## src/rtl/axi_pkg.sv

```systemverilog
// Shared types for the single-beat AXI subordinate.
//   resp_t      : AXI response codes used by this responder
//   CH_*        : bit positions in tx_en / sub_new_data
//   wr_state_t  : write-channel FSM states
//   rd_state_t  : read-channel FSM states
package axi_pkg;

  typedef enum logic [1:0] {
    OKAY   = 2'b00,
    SLVERR = 2'b10
  } resp_t;

  localparam int CH_AW = 4;
  localparam int CH_W  = 3;
  localparam int CH_B  = 2;
  localparam int CH_AR = 1;
  localparam int CH_R  = 0;

  typedef enum logic {
    WR_IDLE = 1'b0,
    WR_RESP = 1'b1
  } wr_state_t;

  typedef enum logic {
    RD_IDLE = 1'b0,
    RD_DATA = 1'b1
  } rd_state_t;

endpackage

```

## src/rtl/sub_word_mem.sv

```systemverilog
// Backing word memory for axi_sub_responder.
// One write port, one registered read port, synchronous clear.
//   clk      in   clock
//   rst      in   synchronous active-high clear (memory and read register)
//   wr_en    in   write strobe
//   wr_idx   in   write word index
//   wr_data  in   write word
//   rd_en    in   read strobe; rd_data updates on the next edge, holds otherwise
//   rd_idx   in   read word index
//   rd_data  out  registered read word
module sub_word_mem #(
  parameter int DATA_W    = 64,
  parameter int MEM_DEPTH = 16
) (
  input  logic                         clk,
  input  logic                         rst,
  input  logic                         wr_en,
  input  logic [$clog2(MEM_DEPTH)-1:0] wr_idx,
  input  logic [DATA_W-1:0]            wr_data,
  input  logic                         rd_en,
  input  logic [$clog2(MEM_DEPTH)-1:0] rd_idx,
  output logic [DATA_W-1:0]            rd_data
);

  logic [DATA_W-1:0] mem_q [MEM_DEPTH];
  logic [DATA_W-1:0] mem_d [MEM_DEPTH];
  logic [DATA_W-1:0] rd_data_q;
  logic [DATA_W-1:0] rd_data_d;

  // Read samples mem_q, so a same-edge write to the same index returns the old word.
  always_comb begin
    mem_d = mem_q;
    if (wr_en) mem_d[wr_idx] = wr_data;
    rd_data_d = rd_en ? mem_q[rd_idx] : rd_data_q;
  end

  always_ff @(posedge clk) begin
    if (rst) begin
      mem_q     <= '{default: '0};
      rd_data_q <= '0;
    end else begin
      mem_q     <= mem_d;
      rd_data_q <= rd_data_d;
    end
  end

  assign rd_data = rd_data_q;

endmodule

```

## src/rtl/axi_sub_responder.sv

```systemverilog
// Single-beat AXI subordinate: accepts AW/W/AR, writes/reads a local word
// memory, returns B/R, and mirrors every accepted address/data to sub_rx_*.
//   ACLK, ARESET              clock, synchronous active-high reset
//   AW*/W*/B*/AR*/R*          AXI channels (single beat, no IDs/strobes)
//   tx_en[4:0]                per-channel handshake enable {AW,W,B,AR,R}
//   sub_rx_AW/W/AR            last accepted AWADDR / WDATA / ARADDR
//   sub_new_data[4:0]         one-cycle pulse after each channel handshake
//
// Write FSM
//   state   | meaning
//   WR_IDLE | collecting AW and W independently (aw_held/w_held)
//   WR_RESP | memory written, BVALID high until B handshake
// Read FSM
//   state   | meaning
//   RD_IDLE | ARREADY follows tx_en[AR]
//   RD_DATA | RDATA/RRESP held, RVALID high until R handshake
module axi_sub_responder
  import axi_pkg::*;
#(
  parameter int ADDR_W    = 32,
  parameter int DATA_W    = 64,
  parameter int MEM_DEPTH = 16
) (
  input  logic              ACLK,
  input  logic              ARESET,
  input  logic [ADDR_W-1:0] AWADDR,
  input  logic              AWVALID,
  output logic              AWREADY,
  input  logic [DATA_W-1:0] WDATA,
  input  logic              WVALID,
  output logic              WREADY,
  output logic [1:0]        BRESP,
  output logic              BVALID,
  input  logic              BREADY,
  input  logic [ADDR_W-1:0] ARADDR,
  input  logic              ARVALID,
  output logic              ARREADY,
  output logic [DATA_W-1:0] RDATA,
  output logic [1:0]        RRESP,
  output logic              RVALID,
  input  logic              RREADY,
  input  logic [4:0]        tx_en,
  output logic [ADDR_W-1:0] sub_rx_AW,
  output logic [DATA_W-1:0] sub_rx_W,
  output logic [ADDR_W-1:0] sub_rx_AR,
  output logic [4:0]        sub_new_data
);

  localparam int OFF_W = $clog2(DATA_W/8);
  localparam int IDX_W = $clog2(MEM_DEPTH);
  localparam int HI    = OFF_W + IDX_W;

  wr_state_t         wr_state_q, wr_state_d;
  rd_state_t         rd_state_q, rd_state_d;
  logic              aw_held_q, aw_held_d;
  logic [IDX_W-1:0]  aw_idx_q, aw_idx_d;
  logic              aw_err_q, aw_err_d;
  logic              w_held_q, w_held_d;
  logic [DATA_W-1:0] w_data_q, w_data_d;
  resp_t             bresp_q, bresp_d;
  resp_t             rresp_q, rresp_d;
  logic [ADDR_W-1:0] sub_rx_aw_q, sub_rx_aw_d;
  logic [DATA_W-1:0] sub_rx_w_q, sub_rx_w_d;
  logic [ADDR_W-1:0] sub_rx_ar_q, sub_rx_ar_d;
  logic [4:0]        new_data_q, new_data_d;

  logic              aw_fire, w_fire, b_fire, ar_fire, r_fire;
  logic              aw_err_in, ar_err_in;
  logic [IDX_W-1:0]  wr_idx;
  logic              wr_err;
  logic [DATA_W-1:0] wr_data;
  logic              both_held;
  logic              mem_wr_en;
  logic [DATA_W-1:0] mem_rdata;

  assign aw_err_in = |AWADDR[ADDR_W-1:HI];
  assign ar_err_in = |ARADDR[ADDR_W-1:HI];

  assign aw_fire = AWVALID & AWREADY;
  assign w_fire  = WVALID & WREADY;
  assign b_fire  = BVALID & BREADY & tx_en[CH_B];
  assign ar_fire = ARVALID & ARREADY;
  assign r_fire  = RVALID & RREADY & tx_en[CH_R];

  // A beat arriving this cycle is used directly, so AW+W in cycle N gives BVALID in N+1.
  assign wr_idx    = aw_held_q ? aw_idx_q : AWADDR[OFF_W +: IDX_W];
  assign wr_err    = aw_held_q ? aw_err_q : aw_err_in;
  assign wr_data   = w_held_q  ? w_data_q : WDATA;
  assign both_held = (aw_held_q | aw_fire) & (w_held_q | w_fire);

  always_ff @(posedge ACLK) begin
    if (ARESET) begin
      wr_state_q  <= WR_IDLE;
      rd_state_q  <= RD_IDLE;
      aw_held_q   <= 1'b0;
      aw_idx_q    <= '0;
      aw_err_q    <= 1'b0;
      w_held_q    <= 1'b0;
      w_data_q    <= '0;
      bresp_q     <= OKAY;
      rresp_q     <= OKAY;
      sub_rx_aw_q <= '0;
      sub_rx_w_q  <= '0;
      sub_rx_ar_q <= '0;
      new_data_q  <= '0;
    end else begin
      wr_state_q  <= wr_state_d;
      rd_state_q  <= rd_state_d;
      aw_held_q   <= aw_held_d;
      aw_idx_q    <= aw_idx_d;
      aw_err_q    <= aw_err_d;
      w_held_q    <= w_held_d;
      w_data_q    <= w_data_d;
      bresp_q     <= bresp_d;
      rresp_q     <= rresp_d;
      sub_rx_aw_q <= sub_rx_aw_d;
      sub_rx_w_q  <= sub_rx_w_d;
      sub_rx_ar_q <= sub_rx_ar_d;
      new_data_q  <= new_data_d;
    end
  end

  always_comb begin
    wr_state_d  = wr_state_q;
    rd_state_d  = rd_state_q;
    aw_held_d   = aw_held_q;
    aw_idx_d    = aw_idx_q;
    aw_err_d    = aw_err_q;
    w_held_d    = w_held_q;
    w_data_d    = w_data_q;
    bresp_d     = bresp_q;
    rresp_d     = rresp_q;

    case (wr_state_q)
      WR_IDLE: begin
        if (aw_fire) begin
          aw_held_d = 1'b1;
          aw_idx_d  = AWADDR[OFF_W +: IDX_W];
          aw_err_d  = aw_err_in;
        end
        if (w_fire) begin
          w_held_d = 1'b1;
          w_data_d = WDATA;
        end
        if (both_held) begin
          wr_state_d = WR_RESP;
          bresp_d    = wr_err ? SLVERR : OKAY;
        end
      end
      WR_RESP: begin
        if (b_fire) begin
          aw_held_d  = 1'b0;
          w_held_d   = 1'b0;
          wr_state_d = WR_IDLE;
        end
      end
      default: wr_state_d = WR_IDLE;
    endcase

    case (rd_state_q)
      RD_IDLE: begin
        if (ar_fire) begin
          rd_state_d = RD_DATA;
          rresp_d    = ar_err_in ? SLVERR : OKAY;
        end
      end
      RD_DATA: begin
        if (r_fire) rd_state_d = RD_IDLE;
      end
      default: rd_state_d = RD_IDLE;
    endcase

    sub_rx_aw_d = aw_fire ? AWADDR : sub_rx_aw_q;
    sub_rx_w_d  = w_fire  ? WDATA  : sub_rx_w_q;
    sub_rx_ar_d = ar_fire ? ARADDR : sub_rx_ar_q;
    new_data_d  = {aw_fire, w_fire, b_fire, ar_fire, r_fire};
  end

  // READYs are forced low while ARESET is asserted so nothing is accepted during reset.
  always_comb begin
    AWREADY   = !ARESET && (wr_state_q == WR_IDLE) && tx_en[CH_AW] && !aw_held_q;
    WREADY    = !ARESET && (wr_state_q == WR_IDLE) && tx_en[CH_W]  && !w_held_q;
    BVALID    = (wr_state_q == WR_RESP);
    BRESP     = bresp_q;
    ARREADY   = !ARESET && (rd_state_q == RD_IDLE) && tx_en[CH_AR];
    RVALID    = (rd_state_q == RD_DATA);
    RRESP     = rresp_q;
    RDATA     = (rresp_q == SLVERR) ? '0 : mem_rdata;
    mem_wr_en = (wr_state_q == WR_IDLE) && both_held && !wr_err;
  end

  assign sub_rx_AW    = sub_rx_aw_q;
  assign sub_rx_W     = sub_rx_w_q;
  assign sub_rx_AR    = sub_rx_ar_q;
  assign sub_new_data = new_data_q;

  sub_word_mem #(
    .DATA_W   (DATA_W),
    .MEM_DEPTH(MEM_DEPTH)
  ) u_mem (
    .clk    (ACLK),
    .rst    (ARESET),
    .wr_en  (mem_wr_en),
    .wr_idx (wr_idx),
    .wr_data(wr_data),
    .rd_en  (ar_fire),
    .rd_idx (ARADDR[OFF_W +: IDX_W]),
    .rd_data(mem_rdata)
  );

endmodule

```

## config.mk

```make
export PLATFORM = sky130hd
export DESIGN_NAME = axi_sub_responder
export DESIGN_NICKNAME = d
export VERILOG_FILES = /design/src/rtl/axi_pkg.sv /design/src/rtl/sub_word_mem.sv /design/src/rtl/axi_sub_responder.sv
export SDC_FILE = /design/constraint.sdc
export NUM_CORES = 2
export LEC_CHECK = 0
export ABC_AREA = 1
export CAP_MARGIN = 0
export CORE_ASPECT_RATIO = 1.2
export CORE_MARGIN = 1
export CORE_UTILIZATION = 45
export CTS_CLUSTER_DIAMETER = 30
export CTS_CLUSTER_SIZE = 16
export DETAILED_ROUTE_END_ITERATION = 16
export GPL_TIMING_DRIVEN = 0
export SLEW_MARGIN = 0
export SYNTH_ARGS = -nofsm -noshare
export SYNTH_HDL_FRONTEND = slang
export SYNTH_HIERARCHICAL = 1
export SYNTH_SLANG_ARGS = --single-unit
```

## constraint.sdc

```tcl
create_clock -name ACLK -period 4.1 [get_ports ACLK]
set_input_delay 0.82 -clock ACLK [delete_from_list [all_inputs] [get_ports ACLK]]
set_output_delay 0.82 -clock ACLK [all_outputs]
set_load 0.02 [all_outputs]
```

# ---- Word level (Yosys, flattened, before mapping)
# Cells that the tools add are included.
dict set report word_totals {
  wordCells 96
  register_bits 1298
  inputBits 140
  output_inout_bits 206
}
dict set report op_classes {
  mux 23
  order_cmp 3
  reduce_logical 22
  bitwise_logic 14
  eq_ne 4
}
# op n
set ops {}
lappend ops {{1024-bit bitwise mux} 1}
lappend ops {{64-bit 2-to-1 mux} 5}
lappend ops {{64-bit binary-select mux with 4-bit select} 1}
lappend ops {{64-bit demux with 4-bit select} 1}
lappend ops {{25-bit OR reduction} 2}
lappend ops {{2-bit AND reduction} 6}
lappend ops {{5-bit >= comparator, second input constant} 2}
lappend ops {{1-bit logical AND} 10}
lappend ops {{4-bit inverter with 5-bit output} 2}
lappend ops {{1-bit AND} 8}
lappend ops {{1-bit 2-to-1 mux} 8}
lappend ops {{1-bit one-hot mux with 2 select lines} 4}
lappend ops {{5-bit by 1-bit less-than comparator with 1-bit output, second input constant} 1}
lappend ops {{1-bit zero test} 4}
lappend ops {{2-bit 2-to-1 mux} 2}
lappend ops {{4-bit 2-to-1 mux} 1}
lappend ops {{2-bit inequality test, second input constant} 2}
lappend ops {{2-bit == test, second input constant} 1}
lappend ops {{2-bit by 1-bit inequality test with 1-bit output, second input constant} 1}
lappend ops {{1-bit inverter} 2}
lappend ops {{1-bit bitwise OR} 2}

# ---- Longest topological paths before layout
dict set report logic_depth {
  ltp_word 9
  depth_mapped 16
  ltp_nobuf 14
}

# ---- Cells and area by module
# Netlist, hierarchy kept.
# module area_per_inst_um2 cells_per_inst seq_area_each_um2 n_inst
set modules_own_cells {}
lappend modules_own_cells {sub_word_mem 48301.3 7288 21780.9 1}
lappend modules_own_cells {axi_sub_responder 8398.1 1219 4164.0 1}

# ---- Worst setup path before layout
# No wires, ideal clock.
dict set report synth_timing {
  path_type {input -> register}
  startpoint {input ARESET}
  endpoint {register u_mem.rd_data_q[57], in the netlist u_mem/rd_data[57]}
  setup_time_ps 109
  required_ps 3991
  cell_stages 10
  setup_slack_ps 1519
  t_arrival_ps 2472
  path_buffers 4
  path_cell_list {buf_2 nor3b_4 nand2_2 inv_2 buf_6 clkbuf_1 clkbuf_1 nand3_1 nand2_1 inv_1}
}
dict set report synth_via {
  elab_chain_cells 4
}
# item line
set synth_lines {}
lappend synth_lines {{start, declared} axi_sub_responder.sv:25} ;# input logic ARESET,
lappend synth_lines {{1-bit zero test} axi_sub_responder.sv:185} ;# ARREADY = !ARESET && (rd_state_q == RD_IDLE) && tx_en[CH_AR];
lappend synth_lines {{1-bit logical AND (2 in a row)} axi_sub_responder.sv:185}
lappend synth_lines {{named net ARREADY} axi_sub_responder.sv:37} ;# output logic ARREADY,
lappend synth_lines {{1-bit AND} axi_sub_responder.sv:82} ;# assign ar_fire = ARVALID & ARREADY;
lappend synth_lines {{named net ar_fire} axi_sub_responder.sv:67} ;# logic aw_fire, w_fire, b_fire, ar_fire, r_fire;
lappend synth_lines {{end signal, assigned} sub_word_mem.sv:43} ;# rd_data_q <= rd_data_d;
lappend synth_lines {{end, declared} sub_word_mem.sv:27} ;# logic [DATA_W-1:0] rd_data_q;
# The timed path passes the listed nets, and every way through them passes these cells.
# A chain may end at the register's enable or synchronous reset.

# ---- Final worst setup path
dict set report layout_timing {
  startpoint {register rresp_q[1], in the netlist RRESP[1]}
  endpoint {output RDATA[5]}
}
dict set report layout_via {
  elab_chain_cells 2
}
# item line
set layout_lines {}
lappend layout_lines {{start, declared} axi_sub_responder.sv:61} ;# resp_t rresp_q, rresp_d;
lappend layout_lines {{start signal, assigned} axi_sub_responder.sv:115} ;# rresp_q <= rresp_d;
lappend layout_lines {{2-bit == test} axi_sub_responder.sv:188} ;# RDATA = (rresp_q == SLVERR) ? '0 : mem_rdata;
lappend layout_lines {{64-bit 2-to-1 mux} axi_sub_responder.sv:188}
lappend layout_lines {{end, declared} axi_sub_responder.sv:38} ;# output logic [DATA_W-1:0] RDATA,
# Every way passes these cells.

==> run metrics <==
status=finished with violations; failing checks=capacitance limit, slew limit; largest net degree at the start of global routing=17; count of pins over their slew limit=10; flop2flop setup slack=0.71 ns; # port buffers=343; Reg clk slew, reported paths=0.05 ns; number of synthesized flops with an enable pin=0; io pins=346; routed len/inst=21.1 microns; Synth area leader=dfxtp_1; CTS resizes=0; # fillers=12.2k; Congestion Overflow GR=0; Root Buffer=clkbuf_16; Tot GR Track Use=35.4%; synthesized area=56700 sq um; ys flop type=dfxtp_1; Max-Cap Viols=1; Design Area, Final=71800 sq um; First DRT Iteration DRCs=6020; final setup fails=0; pwr dens=532 nW/um^2; RSZ-0062 raised after global routing=no; syn avg cell area=6.67 sq um; starting density of the core=45.4%; worst reg2reg path startpoint=aw_held_q$_SDFFE_PP0P_; LEAKAGE=0.0263 uW; Post-Route Skew=0.0594 ns; Fmax=0.257 GHz; Seq/Total Area, Yosys=45.8%; row cnt=142; Die Width=326 microns; vias per cell=5.37; antenna-violating nets left=0; Slew @ Worst Pin=1.50 ns; core area=125000 sq um; most frequent cell after synthesis=nand2_1; cts hold-fix bufs=0; final hold vios=0; Worst VDD drop=432 uV; Total Wirelength=233 mm; count of unique library cells instantiated by Yosys=27; Slew HR=-0.0715%; Hold Crit Endpoint=sub_rx_AW[5]$_SDFFE_PP0P_; Min Hold Slack=0.446 ns; minimum clock period=3.89 ns; fin nets=9284; Tcrit/Tclk final=94.9%; crit path DAT=3.07 ns; Hold Startpoint=sub_rx_AW[5]$_SDFFE_PP0P_; final worst slack=0.208 ns; Num Clock Sinks=1296; die area=127000 sq um; drt pass-1 iters=8; R2R Path End=u_mem/mem_q[701]$_SDFFE_PP0P_; Yosys warning count=6; setup bufs post-CTS=0; CTS Buffer Depth=4; initial antenna violation count=22; post-route insts no fill=11.0k; CP Data Required Time=3.28 ns; Worst setup SP type=flop; Clk Latency, worst-skew pair=0.89 ns; Placed Instances=10.5k; routed vias=59.2k; top cell type's share of synthesized area=45.8%; main area contributors after synthesis=dfxtp_1, nand2_1, a21oi_1, nand3_1, clkbuf_1; Worst R2R Path Depth=10; Placement Cell Area=62200 sq um; HP Class=flop to flop; HPWL after detailed placement=166 mm; Crit. End Element=output port; synthesis-stage register bit count=1296; GP Congestion=0.946; Worst Path Class, Setup=flop to output port; Residual DRC=0; H-tree depth=5; die height=391 microns; first-pass GRT wire length=342 mm; top post-synthesis cells by count=nand2_1, dfxtp_1, a21oi_1; dpl ws=-0.271 ns; area grow syn2layout=26.6%; number of global-route vias before repair=56.3k; CTS buffer count=290; Post-Syn Instances=8507; layout cells sized above 1=8.84%; asr flop ratio synth=0%; total power=38200 uW; CTS tree=done; worst hold stages=2; Max Fanout on Critical Path=10
## per-layer routing
layer	global-route usage (%)	routed length, microns
met2	58.2	108000
met3	9.22	22100
met1	41.7	89500
met5	0	207
met4	20.6	13100
## final cells by class
cell class	instances	area, sq um	area share (%)
multi-input cells	6220	26400	36.7
flip-flops and latches	1296	25900	36.1
clock buffers	357	7930	11.0
plain buffers	791	3640	5.07
repair buffers	344	3450	4.81
well taps	1656	2070	2.89
clock inverters	139	1600	2.23
inverters	201	757	1.05
diodes	15	37.5	0.0523
## worst max path at each step
stage                                      to  cells after the start             startpoint
2_1_floorplan  u_mem/rd_data[57]$_SDFFE_PP0P_                     10                 ARESET
3_3_place_gp   u_mem/rd_data[19]$_SDFFE_PP0P_                     12                 ARESET
3_5_place_dp   u_mem/rd_data[48]$_SDFFE_PP0P_                     11                 ARESET
4_1_cts                              RDATA[7]                      5  RRESP[1]$_SDFFE_PP0P_
5_1_grt                              RDATA[7]                      5  RRESP[1]$_SDFFE_PP0P_
6_report                             RDATA[5]                      5  RRESP[1]$_SDFFE_PP0P_
## state kept, by name (all words and copies together) (netlist names), 4 cells and up
name	flops
u_mem/mem_q	1024
sub_rx_W	64
u_mem/rd_data	64
w_data_q	64
sub_rx_AR	32
sub_rx_AW	32
sub_new_data	5
aw_idx_q	4
## kinds of logic (layout without fill, tap and decap cells)
group           Yosys count  after routing  share of synthesized area (%)
compound gates         1230           1230                           10.9
simple gates           4988           4988                           35.6
other cells               1             17                        0.00661
buf+inv                 992           1832                           7.75
flops                  1296           1296                           45.8
## power by group
| part | leakage (uW) | total, uW | internal (uW) | switching (uW) |
|---|---|---|---|---|
| combinational | 0.0112 | 2690 | 699 | 1990 |
| sequential | 0.0105 | 12800 | 12700 | 63.3 |
| clock | 0.00463 | 22700 | 15300 | 7380 |
## cells in the final DEF, fill, tap and decap left out, types with 131 or more instances in the layout
master,n
nand2_1,3744
a21oi_1,1192
nand3_1,875
clkbuf_1,439
nand4_1,131
inv_1,181
clkbuf_16,295
clkdlybuf4s50_1,343
dfxtp_1,1296
buf_2,226
nor2_1,225
## worst max-delay path, stage by stage (launching register included)
cell and delay, ns:
dfxtp_1 0.34, clkbuf_2 0.29, buf_12 0.25, clkbuf_1 0.56, nor2_1 0.13, clkdlybuf4s50_1 0.60
## through the flow
stage | setup TNS, ns | util, %
final | 0 | 57.5
after global routing | 0 | 57.5
after CTS | 0 | 57.5
after detailed placement | -14.71 | 49.8
after global placement | -81.66 | 49.8
after floorplan | 0 | -
Power figures use the tool's default switching activity.
